<file path="config.mk">
export PLATFORM = sky130hd
export DESIGN_NAME = qr_result_packer
export DESIGN_NICKNAME = d
export VERILOG_FILES = /design/src/rtl/qr_result_packer.sv
export SDC_FILE = /design/constraint.sdc
export NUM_CORES = 1
export LEC_CHECK = 0
export BUFFER_PORTS_ARGS = -buffer_cell sky130_fd_sc_hd__buf_2
export CORE_MARGIN = 3
export CORE_UTILIZATION = 30
export CTS_CLUSTER_SIZE = 16
export DETAILED_ROUTE_END_ITERATION = 10
export GPL_TIMING_DRIVEN = 0
export SKIP_CTS_REPAIR_TIMING = 1
export SYNTH_ARGS = -nofsm -noshare
export SYNTH_HDL_FRONTEND = slang
export SYNTH_SLANG_ARGS = --single-unit
</file>
<file path="constraint.sdc">
create_clock -name clk -period 1.5 [get_ports clk]
set_input_delay 0.075 -clock clk [delete_from_list [all_inputs] [get_ports clk]]
set_output_delay 0.075 -clock clk [all_outputs]
set_load 0.005 [all_outputs]
</file>
<file path="src/rtl/qr_result_packer.sv">
// Packs one four-element signed QR result into two 32-bit stream words (LO then HI),
// with frame-end marking. Optional start-of-frame user flag: QR_PACK_USER_SOF_EN.
module qr_result_packer #(
    parameter int TBITS       = 32,
    parameter int TBYTE       = 4,
    parameter int DATA_LENGTH = 13,
    parameter int NUM_COL     = 8
) (
    input  logic                     clk,
    input  logic                     rst,
    input  logic [DATA_LENGTH*4-1:0] res_data,
    input  logic                     res_valid,
    output logic                     res_ready,
    output logic [TBITS-1:0]         osif_data_din,
    output logic [TBYTE-1:0]         osif_strb_din,
    output logic                     osif_last_din,
    output logic                     osif_user_din,
    input  logic                     osif_full_n,
    output logic                     osif_write
);

    localparam int CNT_W = (NUM_COL > 1) ? $clog2(NUM_COL) : 1;
    localparam logic [CNT_W-1:0] CNT_MAX = CNT_W'(NUM_COL - 1);

    localparam logic [1:0] ST_IDLE = 2'd0;
    localparam logic [1:0] ST_LO   = 2'd1;
    localparam logic [1:0] ST_HI   = 2'd2;

    logic [1:0]               state_q, state_d;
    logic [DATA_LENGTH*4-1:0] hold_q, hold_d;
    logic [CNT_W-1:0]         frame_cnt_q, frame_cnt_d;
    logic                     xfer_s;
    logic                     write_s;
    logic [31:0]              word_s;

    function automatic logic [15:0] sext16(input logic [DATA_LENGTH-1:0] e);
        sext16 = 16'($signed(e));
    endfunction

    assign res_ready     = (state_q == ST_IDLE) || ((state_q == ST_HI) && osif_full_n);
    assign write_s       = ((state_q == ST_LO) || (state_q == ST_HI)) && osif_full_n;
    assign xfer_s        = res_valid && res_ready;
    assign osif_write    = write_s;
    assign osif_strb_din = {TBYTE{1'b1}};

    // Next-state, hold-register capture and frame counter advance
    always_comb begin
        state_d     = state_q;
        hold_d      = hold_q;
        frame_cnt_d = frame_cnt_q;
        if (xfer_s) begin
            hold_d = res_data;
        end else begin
            hold_d = hold_q;
        end
        case (state_q)
            ST_IDLE: begin
                if (xfer_s) state_d = ST_LO;
                else        state_d = ST_IDLE;
            end
            ST_LO: begin
                if (osif_full_n) state_d = ST_HI;
                else             state_d = ST_LO;
            end
            ST_HI: begin
                if (osif_full_n && xfer_s)  state_d = ST_LO;
                else if (osif_full_n)       state_d = ST_IDLE;
                else                        state_d = ST_HI;
            end
            default: state_d = ST_IDLE;
        endcase
        if (write_s && (state_q == ST_HI)) begin
            if (frame_cnt_q == CNT_MAX) frame_cnt_d = {CNT_W{1'b0}};
            else                        frame_cnt_d = frame_cnt_q + CNT_W'(1);
        end else begin
            frame_cnt_d = frame_cnt_q;
        end
    end

    // Stream word selection; outputs are forced to zero when no write happens
    always_comb begin
        word_s        = 32'h0000_0000;
        osif_data_din = {TBITS{1'b0}};
        osif_last_din = 1'b0;
        osif_user_din = 1'b0;
        case (state_q)
            ST_LO:   word_s = {sext16(hold_q[2*DATA_LENGTH-1 -: DATA_LENGTH]),
                               sext16(hold_q[DATA_LENGTH-1 -: DATA_LENGTH])};
            ST_HI:   word_s = {sext16(hold_q[4*DATA_LENGTH-1 -: DATA_LENGTH]),
                               sext16(hold_q[3*DATA_LENGTH-1 -: DATA_LENGTH])};
            default: word_s = 32'h0000_0000;
        endcase
        if (write_s) begin
            osif_data_din = TBITS'(word_s);
            osif_last_din = (state_q == ST_HI) && (frame_cnt_q == CNT_MAX);
`ifdef QR_PACK_USER_SOF_EN
            osif_user_din = (state_q == ST_LO) && (frame_cnt_q == {CNT_W{1'b0}});
`else
            osif_user_din = 1'b0;
`endif
        end else begin
            osif_data_din = {TBITS{1'b0}};
            osif_last_din = 1'b0;
            osif_user_din = 1'b0;
        end
    end

    // State, hold register and frame counter flops
    always_ff @(posedge clk or posedge rst) begin
        if (rst) begin
            state_q     <= ST_IDLE;
            hold_q      <= {(DATA_LENGTH*4){1'b0}};
            frame_cnt_q <= {CNT_W{1'b0}};
        end else begin
            state_q     <= state_d;
            hold_q      <= hold_d;
            frame_cnt_q <= frame_cnt_d;
        end
    end

endmodule

</file>
==> results of run 1 <==
## routing by layer
metal	up-vias	routed length, µm
li1	1094	-
met1	1087	3557
met2	69	4259
met3	9	353
met4	0	108
met5	-	0
## layout by cell type, fill, tap and decap left out, types with 11 or more instances in the layout
master          n
buf_2          86
nor2_1         20
buf_4          22
dfrtp_1        56
dlygate4sd3_1  53
clkbuf_8       11
mux2_4         52
a22oi_1        12
buf_6          13
a22oi_2        14
## Yosys cell counts, drive strengths merged
library cell	count
mux2	54
a21oi	1
ha	6
a21o	2
clkbuf	3
nor3	1
conb	2
nand2	2
nor2	28
a22oi	26
nand3	1
mux2i	1
nand2b	1
inv	5
dfrtp	57
buf	21
## final timing paths
| check | startpoint | end | slack [ns] |
|---|---|---|---|
| max in group asynchronous | rst | hold_q[44]$_DFFE_PP0P_ | 0.58 |
| max reg2reg | state_q[0]$_DFF_PP0_ | hold_q[0]$_DFFE_PP0P_ | -0.27 |
| min reg2reg | hold_q[15]$_DFFE_PP0P_ | hold_q[15]$_DFFE_PP0P_ | 0.51 |
| min in group asynchronous | rst | hold_q[3]$_DFFE_PP0P_ | 0.35 |
| max | state_q[0]$_DFF_PP0_ | osif_data_din[14] | -0.34 |
| min | osif_full_n | state_q[1]$_DFF_PP0_ | 0.18 |
## logic make-up (layout without fill, tap and decap cells)
kind of cell               count (synthesis)  count (layout)  synth area share [%]
buffers and inverters                     29             211                 6.705
AOI/OAI and AO/OA                         29              29                 7.581
muxes                                     55              55                 28.09
other                                      2               5                0.2630
DFF                                       57              57                 49.96
adders and majority gates                  6               6                 2.629
and+or+nand+nor                           33              35                 4.776
## flip-flops by register name, indices dropped and copies added (netlist names)
| signal | count |
|---|---|
| frame_cnt_q | 3 |
| hold_q | 52 |
| state_q | 2 |
## power by group through the flow
stage	clock [mW]	combinational (mW)	sequential [mW]
2_1_floorplan	0	2.64	2.66
3_3_place_gp	0	3.34	2.77
3_5_place_dp	0	3.38	2.79
4_1_cts	1.30	3.40	2.78
5_1_grt	1.36	5.32	2.97
6_report	1.25	4.98	2.87
## worst max-delay path: cells and delay by family, from the launching register on
| kind | cells | cell delay [ns] |
|---|---|---|
| AOI/OAI and AO/OA | 1 | 0.22 |
| DFF | 1 | 0.40 |
| and+or+nand+nor | 1 | 0.08 |
| adders and majority gates | 1 | 0.17 |
| buffers and inverters | 5 | 0.55 |
## stage by stage
stage          cell area, µm²  power (mW)  TNS (ns)  hold slack [ns]
6_report                 4870       9.097    -20.87           0.1752
5_1_grt                  4870       9.642    -26.49           0.1738
4_1_cts                  3707       7.475    -27.64          -0.2120
3_5_place_dp             3538       6.177    -14.28           0.1532
3_3_place_gp             3518       6.107    -55.63           0.3073
2_1_floorplan            2910       5.298         0           0.2235
## area by class of cell
class                      instances  area (µm²)  share of cell area [%]
multi-input combinational        130        1461                   30.01
clock inverter                     3       17.52                  0.3597
clock buffer                      11       151.4                   3.109
sequential                        57        1428                   29.32
tap                              126       157.7                   3.237
inverter                           5       23.77                  0.4882
timing repair buffer             168        1326                   27.24
buffer                            24       304.0                   6.244
==> results.yml, run 1 <==
clock_tree:
  clockBufferDepth: 2
  cts_sinks: 57
  cts_tree: "done"
  path_clk_slew_ns: 0.07
  numCtsBuffers: 9
  clock_latency_ns: 0.33
  root_buffer: "clkbuf_8"
  cts_max_level: 3
power_and_ir_drop:
  ir_drop_mv: 0.9500
  clkPwrFrac_pct: 13.7
  power.switching_mw: 3.010
  leakagePower_nw: 2.419
  seq_power_share_pct: 31.5
  intPower_mw: 6.087
  power_per_cell_area_nw_per_um2: 1868
  p_comb_share_pct: 54.8
  p_sw_share_pct: 33.09
global_routing:
  use_met3_pct: 4.167
  grt_overflow: 0
  grt.busiest_layer: "met2"
  grt_max_degree: 35
  grtUsageMet2_pct: 20.51
  track_usage_pct: 12.86
  antenna_found_initial: 0
  grt_pass1_vias: 2127
  use_met1_pct: 16.79
  grt_pass1_wl_um: 11000
detailed_routing:
  ant_nets: 0
  dr.pass1.iters: 4
  drt-initial-drc-count: 43
  routed_wl_um: 8278
  num_vias: 2259
  via_per_inst: 4.311
  drc_errors: 0
  routedWlPerCell_um: 15.80
worst_setup_path:
  path_class: "flop to output port"
  worstRegToRegCells: 7
  cp_slowest_cell: "dfrtp_1"
  path_cells: "inv_2, ha_4, buf_8, buf_8, a22oi_2, nor2_4, buf_6, buf_6"
  worstPathArrival_ns: 1.76
  max_stage_delay_ns: 0.40
  crit_fanout: 7
  critPathLaunchType: "flop"
  endpoint_kind: "output port"
  cp_data_required_time_ns: 1.42
die:
  dieArea_um2: 10720
  die_h_um: 103.6
  ioPinCount: 96
  coreArea_um2: 8976
  initial_core_util_pct: 31.81
  die_w_um: 103.6
  rows: 34
placed_design:
  post-place-ws_ns: -0.4422
  place_hpwl_um: 4743
  dp.cells: 431
  gp_congestion: 0.6726
  io_buffers: 90
synthesis:
  synthDistinctLibCells: 22
  yosysTopAreaCellShare_pct: 49.96
  syn_inst: 211
  synth_top_cell_by_area: "dfrtp_1"
  ys_ff_latch: 57
  yosysWarnings: 0
  synth_area_leaders: "dfrtp_1 50%, mux2_4 26%, a22oi_1 6.8%"
  syn_area_um2: 2855
  syn_area_per_cell_um2: 13.53
  synth_seq_area_share_pct: 49.96
hold_path:
  whs_path_depth: 3
  hold_path_class: "primary input to flop"
timing:
  fin_skew_ns: 0.01011
  hold_viol_final: 0
  grt_setup_unrepaired: "true"
  drv_slew: 0
  fin_crit_ns: 1.839
  setup_violations: 90
  fin_crit_sh_pct: 122.6
  worst_pin_slew_ns: 0.5635
  max_freq_ghz: 0.5438
  setup_ws_ns: -0.3389
  max_slew_margin_pct: 62.38
cells_and_area:
  final_util_pct: 54.25
  num-fill-cells: 751
  area_growth_pct: 70.55
  final_nets: 457
  antenna_cells: 0
  drive_gt1_share_pct: 61.31
  stdcell_count: 524
run_status:
  failed_checks: "setup timing"
  status: "complete, but fails checks"
flow_run:
  max_cap_violations: 0
No activity file was read; power rests on OpenSTA's default activity.
==> run 2: changes to the inputs <==
--- a/config.mk
+++ b/config.mk
@@ -5,6 +5,7 @@
 export SDC_FILE = /design/constraint.sdc
 export NUM_CORES = 1
 export LEC_CHECK = 0
+export ABC_AREA = 1
 export BUFFER_PORTS_ARGS = -buffer_cell sky130_fd_sc_hd__buf_2
 export CORE_MARGIN = 3
 export CORE_UTILIZATION = 30
==> run 2 against run 1 <==
The flow finishes with violations (hold timing, setup timing). Worst hold slack worse by 0.19 ns. Total power is 11% lower. Critical path depth stayed put. Global-route usage is 3.0 points higher. Synthesized cell count is 75% higher. Critical path type unchanged.
==> results.yml, run 2 <==
die:
  die_w_um: 104.1
  rows: 35
  initial_core_util_pct: 31.09
  ioPinCount: 96
  die_h_um: 104.1
  dieArea_um2: 10830
  coreArea_um2: 9284
synthesis:
  yosysTopAreaCellShare_pct: 49.41
  synthDistinctLibCells: 13
  syn_area_um2: 2887
  synth_top_cells_by_count: "171 x nand2_1, 57 x dfrtp_1, 54 x nand3_1"
  ys_ff_latch: 57
  yosysMostFrequentCell: "nand2_1"
  synth_area_leaders: "dfrtp_1 49%, nand2_1 22%, nand3_1 9.4%"
  synth_seq_area_share_pct: 49.41
  async_flop_share_pct: 100.0
  syn_area_per_cell_um2: 7.823
  syn_inst: 369
  synth_edf_count: 0
  ys.flop_type: "dfrtp_1"
  synth_top_cell_by_area: "dfrtp_1"
  yosysWarnings: 0
run_status:
  failed_checks: "hold timing, setup timing"
  status: "complete, but fails checks"
worst_setup_path:
  cp-startpoint: "state_q[0]$_DFF_PP0_"
  crit_fanout: 10
  crit_top_cell: "buf_4"
  critPathBufInv: 5
  max_stage_delay_ns: 0.41
  cp_data_required_time_ns: 1.42
  rrSetupSlack_ns: -0.04
  path_class: "flop to output port"
  critPathLaunchType: "flop"
  path_cells: "buf_4, ha_1, buf_6, buf_8, nand2_2, a21oi_4, buf_4, buf_2"
  endpoint_kind: "output port"
  worstPathArrival_ns: 1.76
  timing.rr.start: "state_q[0]$_DFF_PP0_"
  critPathTopFamily: "buffers and inverters"
  cp_slowest_cell: "dfrtp_1"
timing:
  fin_tns_setup_ns: -8.890
  max_freq_ghz: 0.5456
  setup_ws_ns: -0.3329
  worst_pin_slew_ns: 0.6103
  fin_skew_ns: 0.01080
  setup_violations: 74
  grt_setup_unrepaired: "true"
  fin_crit_sh_pct: 122.2
  drv_slew: 0
  max_slew_margin_pct: 59.25
  fin_crit_ns: 1.833
  hold_ws_ns: -0.01652
  hold_viol_final: 6
global_routing:
  grt_max_degree: 32
  antenna_found_initial: 0
  grt_pass1_vias: 2683
  grt_pass1_wl_um: 13720
  grt_overflow: 0
  track_usage_pct: 15.91
detailed_routing:
  ant_nets: 0
  routedWlPerCell_um: 13.80
  dr.pass1.iters: 4
  drt-initial-drc-count: 106
  drc_errors: 0
  routed_wl_um: 9234
  num_vias: 2928
  via_per_inst: 4.377
cells_and_area:
  final_util_pct: 49.95
  largest_register_ffs: 52
  drive_gt1_share_pct: 35.37
  stdcell_count: 669
  top_regs: "hold_q x52, frame_cnt_q x3, state_q x2"
  final_nets: 597
  final_common_cell: "nand2_1"
  num-fill-cells: 924
  antenna_cells: 0
  layout_common_cells: "167 x nand2_1, 95 x buf_2, 57 x dfrtp_1"
  area_growth_pct: 60.64
  regMostFlops: "hold_q"
clock_tree:
  root_buffer: "clkbuf_8"
  path_clk_slew_ns: 0.07
  clock_latency_ns: 0.33
  numCtsBuffers: 9
  cts_sinks: 57
  cts_max_level: 3
  clockBufferDepth: 2
  cts_tree: "done"
placed_design:
  gp_congestion: 0.7667
  place_hpwl_um: 6045
  io_buffers: 89
  dp.cells: 591
power_and_ir_drop:
  ir_drop_mv: 0.6371
  leakagePower_nw: 2.433
  power_mw: 8.060
  power_per_cell_area_nw_per_um2: 1738
flow_run:
  max_cap_violations: 0
hold_path:
  hold_path_class: "primary input to flop"
  min-delay-start: "res_data[9]"
==> run 2: cell count changes after synthesis, moves of 2 or more <==
cell,change
a21oi_1,+26
inv_1,+5
buf_4,+6
clkbuf_1,-3
mux2_4,-49
buf_2,+11
buf_1,-2
nand3_1,+53
nand2_1,+170
nor2_1,-25
mux2_2,-5
a22oi_1,-26
==> run 2: cell type report <==
class	count	area, µm²	area share (%)
Buffer	36	341.6	7.366
Clock buffer	12	165.2	3.562
Clock inverter	4	50.05	1.079
Inverter	10	37.54	0.8095
Multi-Input combinational cell	270	1306	28.17
Sequential cell	57	1426	30.76
Tap cell	129	161.4	3.481
Timing Repair Buffer	151	1149	24.77
==> run 2: cells by family (layout without fill, tap and decap cells) <==
family	count (synthesis)	in the layout	share of synthesized area, %
AO/OA/AOI/OAI	28	28	4.855
adder cells (fa/ha/maj)	6	6	2.601
AND/OR/NAND/NOR	230	231	32.77
other	2	5	0.2602
buffers and inverters	46	213	10.10
flip-flops	57	57	49.41
==> run 2: layer usage <==
metal  track usage, %  part of all wire [%]
met3            4.780                   4.3
met2            25.39                    49
met4            3.704                   1.0
met1            21.28                    46
met5                0                     0
==> run 2: final timing paths <==
| kind | cells past startpoint | end |
|---|---|---|
| max in group asynchronous | 4 | hold_q[24]$_DFFE_PP0P_ |
| setup reg to reg | 9 | hold_q[47]$_DFFE_PP0P_ |
| hold / removal | 3 | hold_q[9]$_DFFE_PP0P_ |
| setup / recovery | 8 | osif_data_din[14] |
| hold reg to reg | 2 | hold_q[31]$_DFFE_PP0P_ |
| min in group asynchronous | 3 | hold_q[15]$_DFFE_PP0P_ |
==> run 2: power by group <==
group	total (mW)	internal, mW	leakage [nW]	switching [mW]
Combinational	3.85	1.85	1.62	2.00
Clock	1.54	0.900	0.105	0.637
Sequential	2.67	2.27	0.705	0.401
Total	8.06	5.02	2.43	3.04
==> run 2: metrics by stage <==
stage / worst slack (ns) / instance area [µm²]
6_report: -0.3329 / 4637
5_1_grt: -0.4085 / 4637
4_1_cts: -0.6117 / 3744
3_5_place_dp: -0.2377 / 3528
3_3_place_gp: -0.7738 / 3508
2_1_floorplan: 0.02536 / 2902
==> run 2: worst reg2reg max path: cells and delay by family (launching register included) <==
kind,cells,cell delay (ns)
simple gates,5,0.43
fa+ha+maj,1,0.16
buf+inv,3,0.44
flops,1,0.41
